--- src/rtl/gearbox_fifo.sv ---
// -----------------------------------------------------------------------------
// gearbox_fifo
//
// Width-down-converting first-word-fall-through FIFO. Each write pushes one
// entry of RATIO read-words (lane 0 in the low bits); reads pop one read-word
// at a time, lowest lane first. Sits between a wide burst ingress and a
// narrower datapath consumer.
//
// Ports:
//   clk              : clock, all state on the rising edge
//   rst              : asynchronous reset, active low
//   write_en         : push write_data this edge unless full
//   write_data       : RATIO lanes of RD_WIDTH bits, lane 0 = low bits
//   read             : pop read_data this edge unless empty
//   read_data        : current head word, 0 when empty
//   level            : unread read-words stored
//   fifo_empty       : level == 0
//   fifo_full        : all DEPTH entries occupied (partially read counts)
//   fifo_half_full   : level >= DEPTH*RATIO/2
//   fifo_almost_full : level >= AF_LEVEL
//   overflow         : sticky, write attempted while full
//   underflow        : sticky, read attempted while empty
//
// Configuration macro:
//   GEARBOX_FIFO_ERR_EN : when defined, overflow/underflow are sticky
//                         registers cleared only by reset; otherwise both
//                         outputs are tied to 0 and no error state exists.
// -----------------------------------------------------------------------------

// One lane of storage: DEPTH words of W bits, written as part of a whole
// entry, read asynchronously at the read-entry pointer.
module gearbox_fifo_lane #(
    parameter int W     = 64,
    parameter int DEPTH = 8,
    parameter int PW    = 3
) (
    input  logic          clk,
    input  logic          we,
    input  logic [PW-1:0] waddr,
    input  logic [W-1:0]  wdata,
    input  logic [PW-1:0] raddr,
    output logic [W-1:0]  rdata
);

    // Storage is deliberately not reset.
    logic [W-1:0] mem_q [DEPTH];

    always_ff @(posedge clk) begin
        if (we) mem_q[waddr] <= wdata;
    end

    assign rdata = mem_q[raddr];

endmodule

module gearbox_fifo #(
    parameter int RD_WIDTH = 64,
    parameter int RATIO    = 2,
    parameter int DEPTH    = 8,
    parameter int AF_LEVEL = DEPTH*RATIO-2
) (
    input  logic                          clk,
    input  logic                          rst,
    input  logic                          write_en,
    input  logic [RD_WIDTH*RATIO-1:0]     write_data,
    input  logic                          read,
    output logic [RD_WIDTH-1:0]           read_data,
    output logic [$clog2(DEPTH*RATIO):0]  level,
    output logic                          fifo_empty,
    output logic                          fifo_full,
    output logic                          fifo_half_full,
    output logic                          fifo_almost_full,
    output logic                          overflow,
    output logic                          underflow
);

    localparam int PW  = $clog2(DEPTH);
    localparam int LW  = (RATIO > 1) ? $clog2(RATIO) : 1;
    localparam int CW  = $clog2(DEPTH+1);
    localparam int LVW = $clog2(DEPTH*RATIO)+1;

    logic [PW-1:0] wr_ptr_q, wr_ptr_d;
    logic [PW-1:0] rd_ptr_q, rd_ptr_d;
    logic [LW-1:0] lane_q,   lane_d;
    logic [CW-1:0] cnt_q,    cnt_d;

    logic empty, full;
    logic wr_acc, rd_acc, retire;

    logic [RATIO-1:0][RD_WIDTH-1:0] lane_rd;
    logic [RD_WIDTH-1:0]            rd_mux;
    logic [LVW-1:0]                 level_w;

    // Gating uses pre-edge flags only: a write while full is dropped even if
    // this edge retires an entry, and a read while empty is ignored even if
    // a write lands on the same edge.
    always_comb begin
        empty  = (cnt_q == '0);
        full   = (cnt_q == CW'(DEPTH));
        wr_acc = write_en && !full;
        rd_acc = read && !empty;
        // With RATIO=1 the last-lane compare is always true, so every read
        // retires an entry and lane_q stays at 0.
        retire = rd_acc && (lane_q == LW'(RATIO-1));
    end

    always_comb begin
        wr_ptr_d = wr_ptr_q;
        rd_ptr_d = rd_ptr_q;
        lane_d   = lane_q;
        cnt_d    = cnt_q;
        if (wr_acc) wr_ptr_d = wr_ptr_q + PW'(1);
        if (rd_acc) begin
            if (retire) begin
                lane_d   = '0;
                rd_ptr_d = rd_ptr_q + PW'(1);
            end else begin
                lane_d   = lane_q + LW'(1);
            end
        end
        case ({wr_acc, retire})
            2'b10:   cnt_d = cnt_q + CW'(1);
            2'b01:   cnt_d = cnt_q - CW'(1);
            default: cnt_d = cnt_q;
        endcase
    end

    always_ff @(posedge clk or negedge rst) begin
        if (!rst) begin
            wr_ptr_q <= '0;
            rd_ptr_q <= '0;
            lane_q   <= '0;
            cnt_q    <= '0;
        end else begin
            wr_ptr_q <= wr_ptr_d;
            rd_ptr_q <= rd_ptr_d;
            lane_q   <= lane_d;
            cnt_q    <= cnt_d;
        end
    end

    for (genvar g = 0; g < RATIO; g++) begin : g_lane
        gearbox_fifo_lane #(
            .W     (RD_WIDTH),
            .DEPTH (DEPTH),
            .PW    (PW)
        ) u_lane (
            .clk   (clk),
            .we    (wr_acc),
            .waddr (wr_ptr_q),
            .wdata (write_data[g*RD_WIDTH +: RD_WIDTH]),
            .raddr (rd_ptr_q),
            .rdata (lane_rd[g])
        );
    end

    // Head-word select; forced to zero when empty so stale storage never
    // leaks onto the output.
    always_comb begin
        rd_mux = '0;
        for (int i = 0; i < RATIO; i++) begin
            if (!empty && lane_q == LW'(i)) rd_mux = lane_rd[i];
        end
    end

    // Lanes already consumed from the head entry are subtracted out.
    assign level_w = LVW'(cnt_q) * LVW'(RATIO) - LVW'(lane_q);

    assign read_data        = rd_mux;
    assign level            = level_w;
    assign fifo_empty       = empty;
    assign fifo_full        = full;
    assign fifo_half_full   = (level_w >= LVW'(DEPTH*RATIO/2));
    assign fifo_almost_full = (32'(level_w) >= 32'(AF_LEVEL));

`ifdef GEARBOX_FIFO_ERR_EN
    logic ovf_q, ovf_d;
    logic udf_q, udf_d;

    always_comb begin
        ovf_d = ovf_q | (write_en && full);
        udf_d = udf_q | (read && empty);
    end

    always_ff @(posedge clk or negedge rst) begin
        if (!rst) begin
            ovf_q <= 1'b0;
            udf_q <= 1'b0;
        end else begin
            ovf_q <= ovf_d;
            udf_q <= udf_d;
        end
    end

    assign overflow  = ovf_q;
    assign underflow = udf_q;
`else
    assign overflow  = 1'b0;
    assign underflow = 1'b0;
`endif

endmodule
--- config.mk ---
export PLATFORM = sky130hd
export DESIGN_NAME = gearbox_fifo
export DESIGN_NICKNAME = d
export VERILOG_FILES = /design/src/rtl/gearbox_fifo.sv
export SDC_FILE = /design/constraint.sdc
export NUM_CORES = 1
export LEC_CHECK = 0
export CELL_PAD_IN_SITES_DETAIL_PLACEMENT = 0
export CELL_PAD_IN_SITES_GLOBAL_PLACEMENT = 1
export CORE_MARGIN = 10
export CORE_UTILIZATION = 50
export DETAILED_ROUTE_END_ITERATION = 6
export PLACE_DENSITY = 0.83
export REMOVE_ABC_BUFFERS = 1
export SETUP_SLACK_MARGIN = 0.3
export SLEW_MARGIN = 20
export SYNTH_ARGS = -nofsm -noshare
export SYNTH_HDL_FRONTEND = slang
export SYNTH_HIERARCHICAL = 1
export SYNTH_SLANG_ARGS = --single-unit
--- constraint.sdc ---
create_clock -name clk -period 18.4 [get_ports clk]
set_input_delay 1.84 -clock clk [delete_from_list [all_inputs] [get_ports clk]]
set_output_delay 1.84 -clock clk [all_outputs]
set_load 0.03 [all_outputs]
Word level (Yosys, flattened, before mapping)
Memory sizes are Yosys's and may differ from the RTL's.
Cells that the tools add are included.

word-level totals
  output and inout bits = 75
  bits in registers = 11
  input port bits = 132
  memories = 2
  memory bits (writable) = 1024
  logic and storage cells = 34

memory list
  name                    depth  bits a word  rd ports  clocked after memory_dff  write ports  line  source
  g_lane[0].u_lane.mem_q  8      64           1         0                         1            46    logic [W-1:0] mem_q [DEPTH];
  g_lane[1].u_lane.mem_q  8      64           1         0                         1            46

cells by class
  $add $sub $neg = 6
  bitwise operators = 1
  $lt $le $gt $ge = 2
  multiplexer cells = 6
  reductions and logical operators = 10
  equal/unequal tests = 3

operator list
  cell                                                                                  count
  64-bit 2-to-1 mux                                                                     2
  5-bit by 4-bit greater-or-equal comparator with 1-bit output (second input constant)  2
  4-bit one-hot mux with 2 select lines                                                 1
  3-bit by 1-bit adder with 3-bit output (second input constant)                        2
  1-bit logical AND                                                                     5
  5-bit by 1-bit subtractor with 5-bit output                                           1
  4-bit by 1-bit adder with 4-bit output (second input constant)                        1
  4-bit == test (second input constant)                                                 1
  4-bit logical NOT                                                                     1
  4-bit by 1-bit subtractor with 4-bit output (second input constant)                   1
  1-bit 2-to-1 mux                                                                      3
  2-bit by 1-bit == test with 1-bit output (second input constant)                      1
  2-bit == test (second input constant)                                                 1
  1-bit logical NOT                                                                     2
  2-bit AND reduction                                                                   1
  2-bit nonzero test                                                                    1
  1-bit adder (second input constant)                                                   1
  1-bit NOT                                                                             1

Depth between registers and ports, before layout
  depth after elaboration = 6
  depth in mapped cells = 9
  gate-level depth less buffers = 8

Cells and area by module
The synthesis kept the hierarchy.

modules (own cells, without submodules)
  module             sequential area each (µm²)  times used  cells each  area each (µm²)
  gearbox_fifo_lane  15374.7                     2           752         19266.0
  gearbox_fifo       275.3                       1           217         1737.9

Worst setup path after synthesis
OpenSTA, ideal clock, no wires.

  path kind = in2reg
  from = in write_en
  to = mem g_lane[0].u_lane.mem_q[0][0] (enable)
  setup time = 0.565 ns
  stages = 4
  path slack = 11.317 ns
  arrival time = 6.518 ns
  required time = 17.835 ns
  buffers on the path = 0
  path through = nand2b_1 -> inv_1 -> nand2b_1 -> nor3_1

between the ends
  longest elaborated chain between the ends = 3

ends and longest elaborated chain
  item                                    line  source
  start, declared                         64    input logic write_en,
  1-bit logical AND                       100   wr_acc = write_en && !full;
  net wr_acc                              88    logic wr_acc, rd_acc, retire;
  1-bit 2-to-1 mux                        49    if (we) mem_q[waddr] <= wdata;
  1-bit 2-to-1 mux (not written as such)  49
  end, declared                           46

The timed path passes the listed nets, and every way through them passes these cells.

==> results.txt <==
----------------------------------------------------
[Place]
  Post-detailed-placement half-perimeter wirelength ... 48000 um
  Routability Congestion ... 0.7179
  Worst slack at placement ... 11930 ps
  Count of port buffers added during placement ... 204

[Logic synthesis]
  Share of the yosys chip area belonging to registers ... 77.04%
  Distinct cell type count after synthesis ... 32
  Synth Flop Type ... edfxtp_1
  Share of synthesized cell area in full adder, half adder and majority cells ... 0.2361%
  Main combinational cell family by area after synthesis ... multiplexers
  Synthesis Warnings ... 6
  Mapped Avg Cell Area ... 23.40 um2
  Post-synthesis xor/xnor area fraction ... 0.2175%
  Cell Area, Synth ... 40270 um2
  Proportion of synthesized flip-flops having asynchronous set or reset ... 1.063%
  Cells after synthesis ... 1721
  Post-synth EDFFs ... 1024
  Synth Area in Compound Gates ... 0.1181%
  Simple-gate area share of the yosys netlist ... 1.196%
  Total of flip-flops plus latches after synthesis ... 1035
  Share of synthesized area spent on multiplexers ... 19.60%

[Floorplanning]
  Site row count ... 104
  Core box area ... 80160 um2
  Top Ports ... 207
  Area enclosed by the die boundary ... 92290 um2
  Die Y-Extent ... 303.8 um
  Die Wd ... 303.8 um
  Initial cell density of the core ... 50.24%

[Timing]
  Max_slew headroom ... 24.17%
  Peak clock frequency supported by timing ... 143.8 MHz
  Worst hold slack ... 537.3 ps
  Min setup slack post-route ... 11450 ps
  Final Hold Vio Count ... 0
  Setup repair after global routing missed its margin ... false
  Endpoints failing setup ... 0
  Worst-Margin Slew ... 1138 ps
  Setup Total Neg Slack ... 0 ps
  Tmin final ... 6953 ps
  Count of pins over their slew limit ... 0
  Share of the clock period used by the worst path ... 37.79%
  Clock Skews ... 22.37 ps

[Global route]
  Global-route wire length before repair ... 131000 um
  Number of global-route vias before repair ... 19720
  Pin count of the biggest net entering global routing ... 113
  Residual overflow from global routing ... 0
  Most used routing layer in global routing ... met2
  GRT met2 Usage ... 31.44%
  Number of antenna violations at the first check in global routing ... 23
  Overall Global Routing Usage ... 18.97%
  Met3 usage ... 5.362%
  Global-route met1 utilization ... 24.62%

[Clock tree]
  # resized after CTS ... 0
  # Post-CTS Setup Buffers ... 0
  Number of buffers created by CTS ... 102
  CTS sink cnt ... 1035
  Clock tree from TritonCTS ... yes
  Number of buffers between clock root and the deepest sink ... 3
  Root Buffer ... clkbuf_16
  Hold buffers post-CTS ... 0
  Worst-path clk slew ... 60 ps
  H-tree lvl count ... 3
  Worst-skew pair later-pin latency ... 660 ps

[Setup path]
  Largest fanout on the critical path ... 112
  Type of the setup path with the least slack ... reg -> out
  Critical Path End Type ... output pin
  Category of the worst setup path launch point ... register
  Data arrival time of the worst path ... 5110 ps
  Required time of the critical path ... 16560 ps

[Detailed routing]
  Detailed-route via count ... 18390
  DRT Wirelength ... 88410 um
  DR iter-0 viols ... 1745
  DRC errors left ... 0
  First-pass detailed-route iteration total ... 7
  Average wire length per cell after detail routing ... 28.24 um
  Antenna violation net count after detailed routing ... 0
  Number of vias per cell ... 5.874

[Pwr]
  Worst vdd rail ir drop ... 0.0001266 V
  Static leakage power ... 15.00 nW
  Total power ... 0.007977 W
  Pwr dens ... 170.1 nW/um2

[Run]
  Max Cap Violations ... 0

[Cells and area]
  Fraction of layout instances using a drive strength above 1 ... 29.28%
  Synth-to-layout area growth ... 16.42%
  NumNets Final ... 2121

[Run status]
  Run status ... finished, final reports clean

[Min path]
  Path class of the lowest-slack min-delay path ... reg -> reg

----------------------------------------------------
-- worst max-delay path, cell delays in order, from the launching register on --
cell             delay [ps]
dfrtp_4                 980
buf_12                  660
buf_12                  720
mux4_2                  610
mux2_2                  280
mux2i_1                 150
nor2_1                  110
clkdlybuf4s50_1         660
-- power by group --
| group | internal, W | total (W) | switching (W) | leakage [nW] |
|---|---|---|---|---|
| Combinational | 0.00127 | 0.00277 | 0.00150 | 3.92 |
| Clock | 0.00121 | 0.00207 | 0.000854 | 1.65 |
| Sequential | 0.00297 | 0.00314 | 0.000174 | 9.42 |
-- path summary, 6_finish.rpt --
path                             startpoint                       endpoint  slack (ps)  cells after the start
worst max-delay path            rd_ptr_q[0]                  read_data[39]       11450                      7
worst min-delay path            wr_ptr_q[2]                    wr_ptr_q[2]         540                      1
worst max register to register     cnt_q[3]  g_lane[1].u_lane/mem_q[4][29]       14710                      7
worst min register to register  wr_ptr_q[2]                    wr_ptr_q[2]         540                      1
max in group asynchronous               rst                    rd_ptr_q[0]       16440                      1
min in group asynchronous               rst                       cnt_q[1]        1550                      1
-- cell usage in the layout, fill, tap and decap left out, types with 12 or more instances in the layout --
cell type        netlist  layout
clkbuf_1              20      17
clkdlybuf4s50_1        0     204
clkinv_2               0      23
nor2_4                 0      12
mux2i_1               65      65
mux2_2               131     131
edfxtp_1            1024    1024
clkinv_1               0      19
mux4_2               256     256
clkbuf_16              0     106
nor2_1                77      65
buf_4                  9      38
-- flip-flops by register name, indices dropped and copies added (netlist names) --
signal	cells
lane_q	1
rd_ptr_q	3
wr_ptr_q	3
cnt_q	4
g_lane.u_lane/mem_q	1024
-- per-layer routing --
layer | part of all wire, % | wire length [um]
met1 | 40 | 35260
met4 | 1.4 | 1278
met5 | 0.25 | 219
met3 | 7.5 | 6612
met2 | 51 | 45040
-- cell usage after synthesis (11+ instances only) --
master,count,area share (%)
clkbuf_1,20,0.19
mux2i_1,65,1.6
nor2_1,77,0.72
mux2_2,131,3.7
buf_2,15,0.19
edfxtp_1,1024,76
buf_6,28,0.78
buf_1,18,0.17
mux4_2,256,14
dfrtp_1,11,0.68
-- cell type report --
class                           instances  area (um2)
Antenna cell                            5       12.51
Clock buffer                          125        2744
Clock inverter                         63       613.1
Fill cell                            5663       33270
Inverter                               10       37.54
Multi-Input combinational cell        587        8721
Sequential cell                      1035       31040
Tap cell                             1060        1326
Timing Repair Buffer                  246        2390
-- cells by family after synthesis --
| logic type | after synthesis |
|---|---|
| flip-flops | 1035 |
| multiplexers | 452 |
| AND/OR/NAND/NOR | 109 |
| buffers and inverters | 100 |
| XOR/XNOR | 10 |
| adder cells (fa/ha/maj) | 7 |
| AO/OA/AOI/OAI | 7 |
| other | 1 |
-- metrics by stage --
stage / utilization (%) / cells / cell area [um2]
finish: 58.49 / 3131 / 46880
global route: 58.48 / 3129 / 46880
CTS: 58.47 / 3126 / 46860
detailed placement: 54.28 / 2938 / 43510
global placement: 54.28 / 2938 / 43510
floorplan: - / 1632 / 39670
Note: power is estimated with default switching activity, not from simulation.
